==> config.mk <==
export PLATFORM = sky130hd
export DESIGN_NAME = regfile_sb
export DESIGN_NICKNAME = d
export VERILOG_FILES = /design/src/rtl/regfile_sb.sv
export SDC_FILE = /design/constraint.sdc
export NUM_CORES = 2
export LEC_CHECK = 0
export ABC_CLOCK_PERIOD_IN_PS = 10110
export BUFFER_PORTS_ARGS = -buffer_cell sky130_fd_sc_hd__buf_4
export CORE_MARGIN = 2
export CORE_UTILIZATION = 40
export CTS_CLUSTER_SIZE = 40
export DETAILED_ROUTE_END_ITERATION = 6
export GPL_TIMING_DRIVEN = 0
export PLACE_DENSITY = 0.51
export REMOVE_ABC_BUFFERS = 1
export SKIP_LAST_GASP = 1
export SLEW_MARGIN = 10
export SYNTH_ARGS = -nofsm -noshare
export SYNTH_HDL_FRONTEND = slang
export SYNTH_SLANG_ARGS = --single-unit
==> constraint.sdc <==
create_clock -name clk -period 10.11 [get_ports clk]
set_input_delay 1.5165 -clock clk [delete_from_list [all_inputs] [get_ports clk]]
set_output_delay 1.5165 -clock clk [all_outputs]
set_load 0.03 [all_outputs]
==> src/rtl/regfile_sb.sv <==
// Integer register file with NREAD combinational read ports, one write-back port,
// hardwired-zero x0 and a per-register busy scoreboard for RAW hazard detection.
module regfile_sb #(
    parameter int ADDR_WIDTH = 5,
    parameter int DATA_WIDTH = 32,
    parameter int NREAD      = 2,
    parameter int BYPASS     = 1
) (
    input  logic                        clk,
    input  logic                        rst_n,
    input  logic [NREAD*ADDR_WIDTH-1:0] raddr,
    output logic [NREAD*DATA_WIDTH-1:0] rdata,
    output logic [NREAD-1:0]            rbusy,
    input  logic                        wen,
    input  logic [ADDR_WIDTH-1:0]       waddr,
    input  logic [DATA_WIDTH-1:0]       wdata,
    input  logic                        iss_en,
    input  logic [ADDR_WIDTH-1:0]       iss_rd,
    output logic [ADDR_WIDTH:0]         busy_cnt,
    input  logic [ADDR_WIDTH-1:0]       dbg_addr,
    output logic [DATA_WIDTH-1:0]       dbg_data
);

    localparam int   DEPTH = 1 << ADDR_WIDTH;
    localparam logic BYP   = (BYPASS != 0);

    logic [DATA_WIDTH-1:0] rf [DEPTH];
    logic [DEPTH-1:0]      busy;
    logic [DEPTH-1:0]      busy_next;
    logic [ADDR_WIDTH:0]   cnt_next;

    // A same-cycle issue overrides the retiring write-back: the issuer is younger.
    always_comb begin
        busy_next = '0;
        cnt_next  = '0;
        for (int r = 1; r < DEPTH; r++) begin
            if (iss_en && (iss_rd == ADDR_WIDTH'(r)))
                busy_next[r] = 1'b1;
            else if (wen && (waddr == ADDR_WIDTH'(r)))
                busy_next[r] = 1'b0;
            else
                busy_next[r] = busy[r];
            cnt_next = cnt_next + (ADDR_WIDTH + 1)'(busy_next[r]);
        end
    end

    always_ff @(posedge clk or negedge rst_n) begin
        if (!rst_n) begin
            busy     <= '0;
            busy_cnt <= '0;
        end else begin
            busy     <= busy_next;
            busy_cnt <= cnt_next;
        end
    end

    always_ff @(posedge clk or negedge rst_n) begin
        if (!rst_n) begin
            for (int r = 0; r < DEPTH; r++)
                rf[r] <= '0;
        end else if (wen && (waddr != '0)) begin
            rf[waddr] <= wdata;
        end
    end

    // Bypass is suppressed in reset so every read port reports zero while rst_n is low.
    for (genvar i = 0; i < NREAD; i++) begin : g_rd
        logic [ADDR_WIDTH-1:0] ra;
        logic                  byp;
        assign ra  = raddr[i*ADDR_WIDTH +: ADDR_WIDTH];
        assign byp = BYP && rst_n && wen && (waddr == ra);
        assign rdata[i*DATA_WIDTH +: DATA_WIDTH] = (ra == '0) ? '0 : (byp ? wdata : rf[ra]);
        assign rbusy[i] = (ra != '0) && busy[ra] && !byp;
    end

    assign dbg_data = rf[dbg_addr];

endmodule

# After elaboration in Yosys (flattened, before gate mapping)
# Index checks and enable logic that the tools add are counted.
[totals]
out_inout_bits = 104
in_bits = 61
word_cells = 299
reg_bits = 1061
[classes]
reduce_logical = 78
muxes = 82
eq_ne = 64
n_lt_le_gt_ge = 7
bitwise = 4
addsub = 30
[op_table]
columns = ["cell", "n"]
rows = [
  ["$bwmux W1024", 1],
  ["$bmux W32 S5", 3],
  ["$mux W32", 11],
  ["$demux W32 S5", 1],
  ["$eq A5 B5 Y1 const B", 32],
  ["$add A6 B1 Y6", 25],
  ["$eq A5 B4 Y1 const B", 16],
  ["$logic_and A1 B1 Y1", 71],
  ["$mux W1", 64],
  ["$eq A5 B3 Y1 const B", 8],
  ["$ge A6 B6 Y1 const B", 4],
  ["$not A5 Y6", 4],
  ["$eq A5 B2 Y1 const B", 4],
  ["$reduce_bool A5 Y1", 3],
  ["$lt A5 B6 Y1 const B", 2],
  ["$bmux W1 S5", 2],
  ["$eq A5 B1 Y1 const B", 2],
  ["$eq A5 B5 Y1", 2],
  ["$logic_not A5 Y1", 2],
  ["$add A5 B1 Y6", 1],
  ["$lt A6 B1 Y1 const B", 1],
  ["$add A4 B1 Y5", 1],
  ["$add A3 B1 Y4", 1],
  ["$add A2 B1 Y3", 1],
  ["2 further kinds", 3],
]

# Longest topological paths before layout
[depth]
word_depth = 34
ltp_mapped = 21
ltp_nobuf = 19

# Worst setup path after synthesis
# OpenSTA, ideal clock, no wires.
[synth_timing]
path_type = "input-to-reg"
from = "input port wen"
to = "register busy_cnt[4]"
stages = 19
slack_ns = 2.866
arrival_time_ns = 7.164
n_path_buf = 2
setup_ns = 0.080
required_ns = 10.030
cell_sequence = "clkbuf_1 nor3b_1 nand2_1 clkbuf_1 a22oi_1 fa_1 inv_1 fa_1 fa_1 fa_1 fa_1 inv_1 fa_1 inv_1 fa_1 fa_1 a21o_1 a21oi_1 xnor2_1"
[synth_via]
elab_chain_len = 33
word_cells_on_any_way = 123
classes_between = "add/sub: 30; mux: 62; reduce/logical: 31"
[synth_lines]
columns = ["element", "line", "rtl"]
rows = [
  ["from (decl)", "14", "input logic wen,"],
  ["$logic_and A1 B1 Y1", "39", "else if (wen && (waddr == ADDR_WIDTH'(r)))"],
  ["$mux W1", "39", ""],
  ["$mux W1", "37", "if (iss_en && (iss_rd == ADDR_WIDTH'(r)))"],
  ["$add A1 B1 Y2", "43", "cnt_next = cnt_next + (ADDR_WIDTH + 1)'(busy_next[r]);"],
  ["$add A2 B1 Y3", "43", ""],
  ["$add A3 B1 Y4", "43", ""],
  ["$add A4 B1 Y5", "43", ""],
  ["$add A5 B1 Y6", "43", ""],
  ["$add A6 B1 Y6 (24 in series)", "43", ""],
  ["$add A6 B1 Y6 (*)", "43", ""],
  ["named net cnt_next[4]", "30", "logic [ADDR_WIDTH:0] cnt_next;"],
  ["to (signal assigned)", "53", "busy_cnt <= cnt_next;"],
  ["to (decl)", "19", "output logic [ADDR_WIDTH:0] busy_cnt,"],
]
# Mark *: on every way through the listed nets, which the timed path passes. The rest lies on a longest branch.
# A chain may end at the register's enable or synchronous reset.

# Worst setup path after layout
[layout_timing]
from = "input port rst_n"
to = "output port rdata[30]"
[layout_via]
elab_chain_len = 4
[layout_lines]
columns = ["element", "line", "rtl"]
rows = [
  ["from (decl)", "10", "input logic rst_n,"],
  ["$logic_and A1 B1 Y1 (2 in series)", "71", "assign byp = BYP && rst_n && wen && (waddr == ra);"],
  ["$mux W32 (2 in series)", "72", "assign rdata[i*DATA_WIDTH +: DATA_WIDTH] = (ra == '0) ? '0 : (byp ? wdata : rf[ra]);"],
  ["to (decl)", "12", "output logic [NREAD*DATA_WIDTH-1:0] rdata,"],
]
# No other way between the ends.

==> flow_metrics.tcl <==
set metrics [dict create \
    start_kind "input pin" \
    io_pins 165 \
    synth-seq-cells 1061 \
    cp.required_ns 8.59 \
    post_cts_buffers 0 \
    start_util 0.4035 \
    end_kind "primary output" \
    rr_startpoint "busy[28]$_DFF_PN0_" \
    portBuffers 164 \
    grt_pass1_vias 45014 \
    drt_wl_total_mm 243.9 \
    period_share 0.7691 \
    ctsResizeCount 0 \
    synth_flop_cell "dfrtp_1" \
    hp-class "flip-flop to flip-flop" \
    hp-start "rf[1017]$_DFFE_PN0P_" \
    r2r_end "busy_cnt[4]$_DFF_PN0_" \
    peakVddDrop_mv 0.3889 \
    r2r_slack_ns 4.78 \
    grt_pass1_wl_mm 349.8 \
    fin_util 0.4595 \
    final_common_cell "dfrtp_1" \
    synth_edf_count 0 \
    whs_endpoint "rf[1017]$_DFFE_PN0P_" \
    placed_cell_area_sq_um 70790 \
    drc 0 \
    reg2regPathDepth 16 \
    min_period_ns 7.776 \
    seq_area_frac_synth 0.4033 \
    yosysWarnings 0 \
    antenna_left 0 \
    layout_common_cells "dfrtp_1 (1,061), mux2_2 (1,037), mux4_2 (768)" \
    avgViaCountPerCell 6.650 \
    die_y_um 409.7 \
    cap_violations 0 \
    fp.coreArea_sq_um 163100 \
    cts_made_buffers 131 \
    routedWlPerCell_um 36.59 \
    clock_path_buffers 3 \
    clk_transition_reported_paths_ns 0.05 \
    timing_worst_setup_path_type "input pin to primary output" \
    gp_congestion 0.7692 \
    fp.dieArea_sq_um 167800 \
    holdWs_ns 0.4111 \
    critPathMaxFanout 130 \
    rows 148 \
    syn_area_sq_um 65830 \
    setup-tns-final_ns 0 \
    outcome "finished clean" \
    place_hpwl_mm 148.0 \
    cp.arrival_ns 6.26 \
    grt_max_degree 148 \
    num_vias 44327 \
    overflow 0 \
    die_w_um 409.7 \
    rsz0062_at_grt "no" \
    first_pass_iters 6 \
    max_freq_ghz 0.1286 \
    hold_viol 0 \
    power_density_nw_per_um2 206.5 \
    final_area_sq_um 74960 \
    cts.sinks 1061 \
    ctsHoldBuffers 0 \
    min_path_cells 0 \
    p_total_uw 15480 \
    cts_root_buf "clkbuf_16" \
    tightest_slew_ns 1.333 \
    grt_usage 0.2911 \
    final_nets 4486 \
    synth_async_sr_flop_share 1.000 \
    setup_violations 0 \
    syn-instance-count 4490 \
    htree_levels 4 \
    syn_area_per_cell_sq_um 14.66 \
    antenna_found_initial 7 \
    layout-drive-gt1-share 0.5231 \
    cts_tree "done" \
    area_growth_pct 13.87 \
    relSlewSlack 0.1117 \
    slew_viol_final 0 \
    clock_skew_ns 0.009720 \
    synth_cell_types 67 \
    clkLatencyLatePin_ns 0.77 \
    p_leak_uw 0.03139 \
    drt_iter0_drc 4272 \
]
==> cells in the mapped netlist, types with 33 or more instances <==
cell type,instances,area [sq um]
nand2_1,127,476.7
o21ai_0,48,240.2
mux2_2,1037,11680
o22ai_1,48,300.3
clkbuf_1,266,998.5
buf_4,33,247.7
mux2i_1,219,2192
a21oi_1,66,330.3
a221oi_1,38,332.8
buf_2,134,670.6
mux4_2,768,17300
dfrtp_1,1061,26550
buf_1,60,225.2
inv_1,41,153.9
a22oi_1,75,563.0
nor2_1,82,307.8
==> kinds of logic (layout without fill, tap and decap cells) <==
| family | after synthesis | count (layout) | synth area share |
|---|---|---|---|
| muxes | 2026 | 2026 | 0.4742 |
| adders and majority gates | 30 | 30 | 0.008325 |
| and+or+nand+nor | 345 | 345 | 0.02496 |
| other | 0 | 2 | 0 |
| buffers and inverters | 560 | 559 | 0.03955 |
| AOI/OAI and AO/OA | 455 | 455 | 0.04788 |
| DFF | 1061 | 1061 | 0.4033 |
| xor gates and xnor gates | 13 | 13 | 0.001730 |
==> report_power, final <==
group / total (uW) / switching (uW) / leakage [uW] / internal [uW]
logic: 4960 / 2250 / 0.0158 / 2710
registers: 5870 / 762 / 0.0136 / 5110
clock network: 4650 / 1930 / 0.00205 / 2720
total: 15500 / 4940 / 0.0314 / 10500
==> worst max path at each step <==
stage,start,slack [ns],cells past startpoint,end
floorplan,waddr[0],2.72,17,busy_cnt[4]$_DFF_PN0_
global placement,rst_n,-14.25,6,rdata[44]
detailed placement,waddr[0],1.49,19,busy_cnt[4]$_DFF_PN0_
CTS,wen,2.24,19,busy_cnt[4]$_DFF_PN0_
global route,rst_n,2.08,9,rdata[30]
finish,rst_n,2.33,9,rdata[30]
==> per-stage QoR <==
step                      worst slack [ns]  cells
after floorplan                      2.718   3974
after global placement              -14.25   6313
after detailed placement             1.489   6437
after CTS                            2.243   6664
after global routing                 2.075   6665
final                                2.334   6666
==> cell type report <==
| cell class | instances | area, sq um |
|---|---|---|
| Inverter | 44 | 178.9 |
| Sequential cell | 1061 | 26550 |
| Timing Repair Buffer | 288 | 4342 |
| Clock inverter | 21 | 122.6 |
| Tap cell | 2175 | 2721 |
| Antenna cell | 2 | 5.005 |
| Fill cell | 14392 | 88180 |
| Clock buffer | 206 | 4028 |
| Multi-Input combinational cell | 2869 | 37010 |
==> worst max-delay path, stage by stage <==
cell and delay, ns:
buf_16 0.33, buf_16 0.37, buf_16 0.41, buf_16 0.46
and3_1 0.31, nand3_1 0.58, nand2_1 1.13, o22ai_1 0.48
buf_4 0.32
==> registers in the layout, indices dropped and copies added (netlist names) <==
register,cells
busy_cnt,6
rf,1024
busy,31
==> layer usage <==
layer / part of all wire / GRT usage / vias up / wire [um]
li1: - / - / 17621 / -
met1: 0.42 / 0.3965 / 24418 / 101700
met2: 0.49 / 0.4747 / 1855 / 118600
met3: 0.061 / 0.04777 / 429 / 14930
met4: 0.035 / 0.09591 / 4 / 8651
met5: 0.000098 / 0 / - / 24
(Power assumes the default switching activity.)
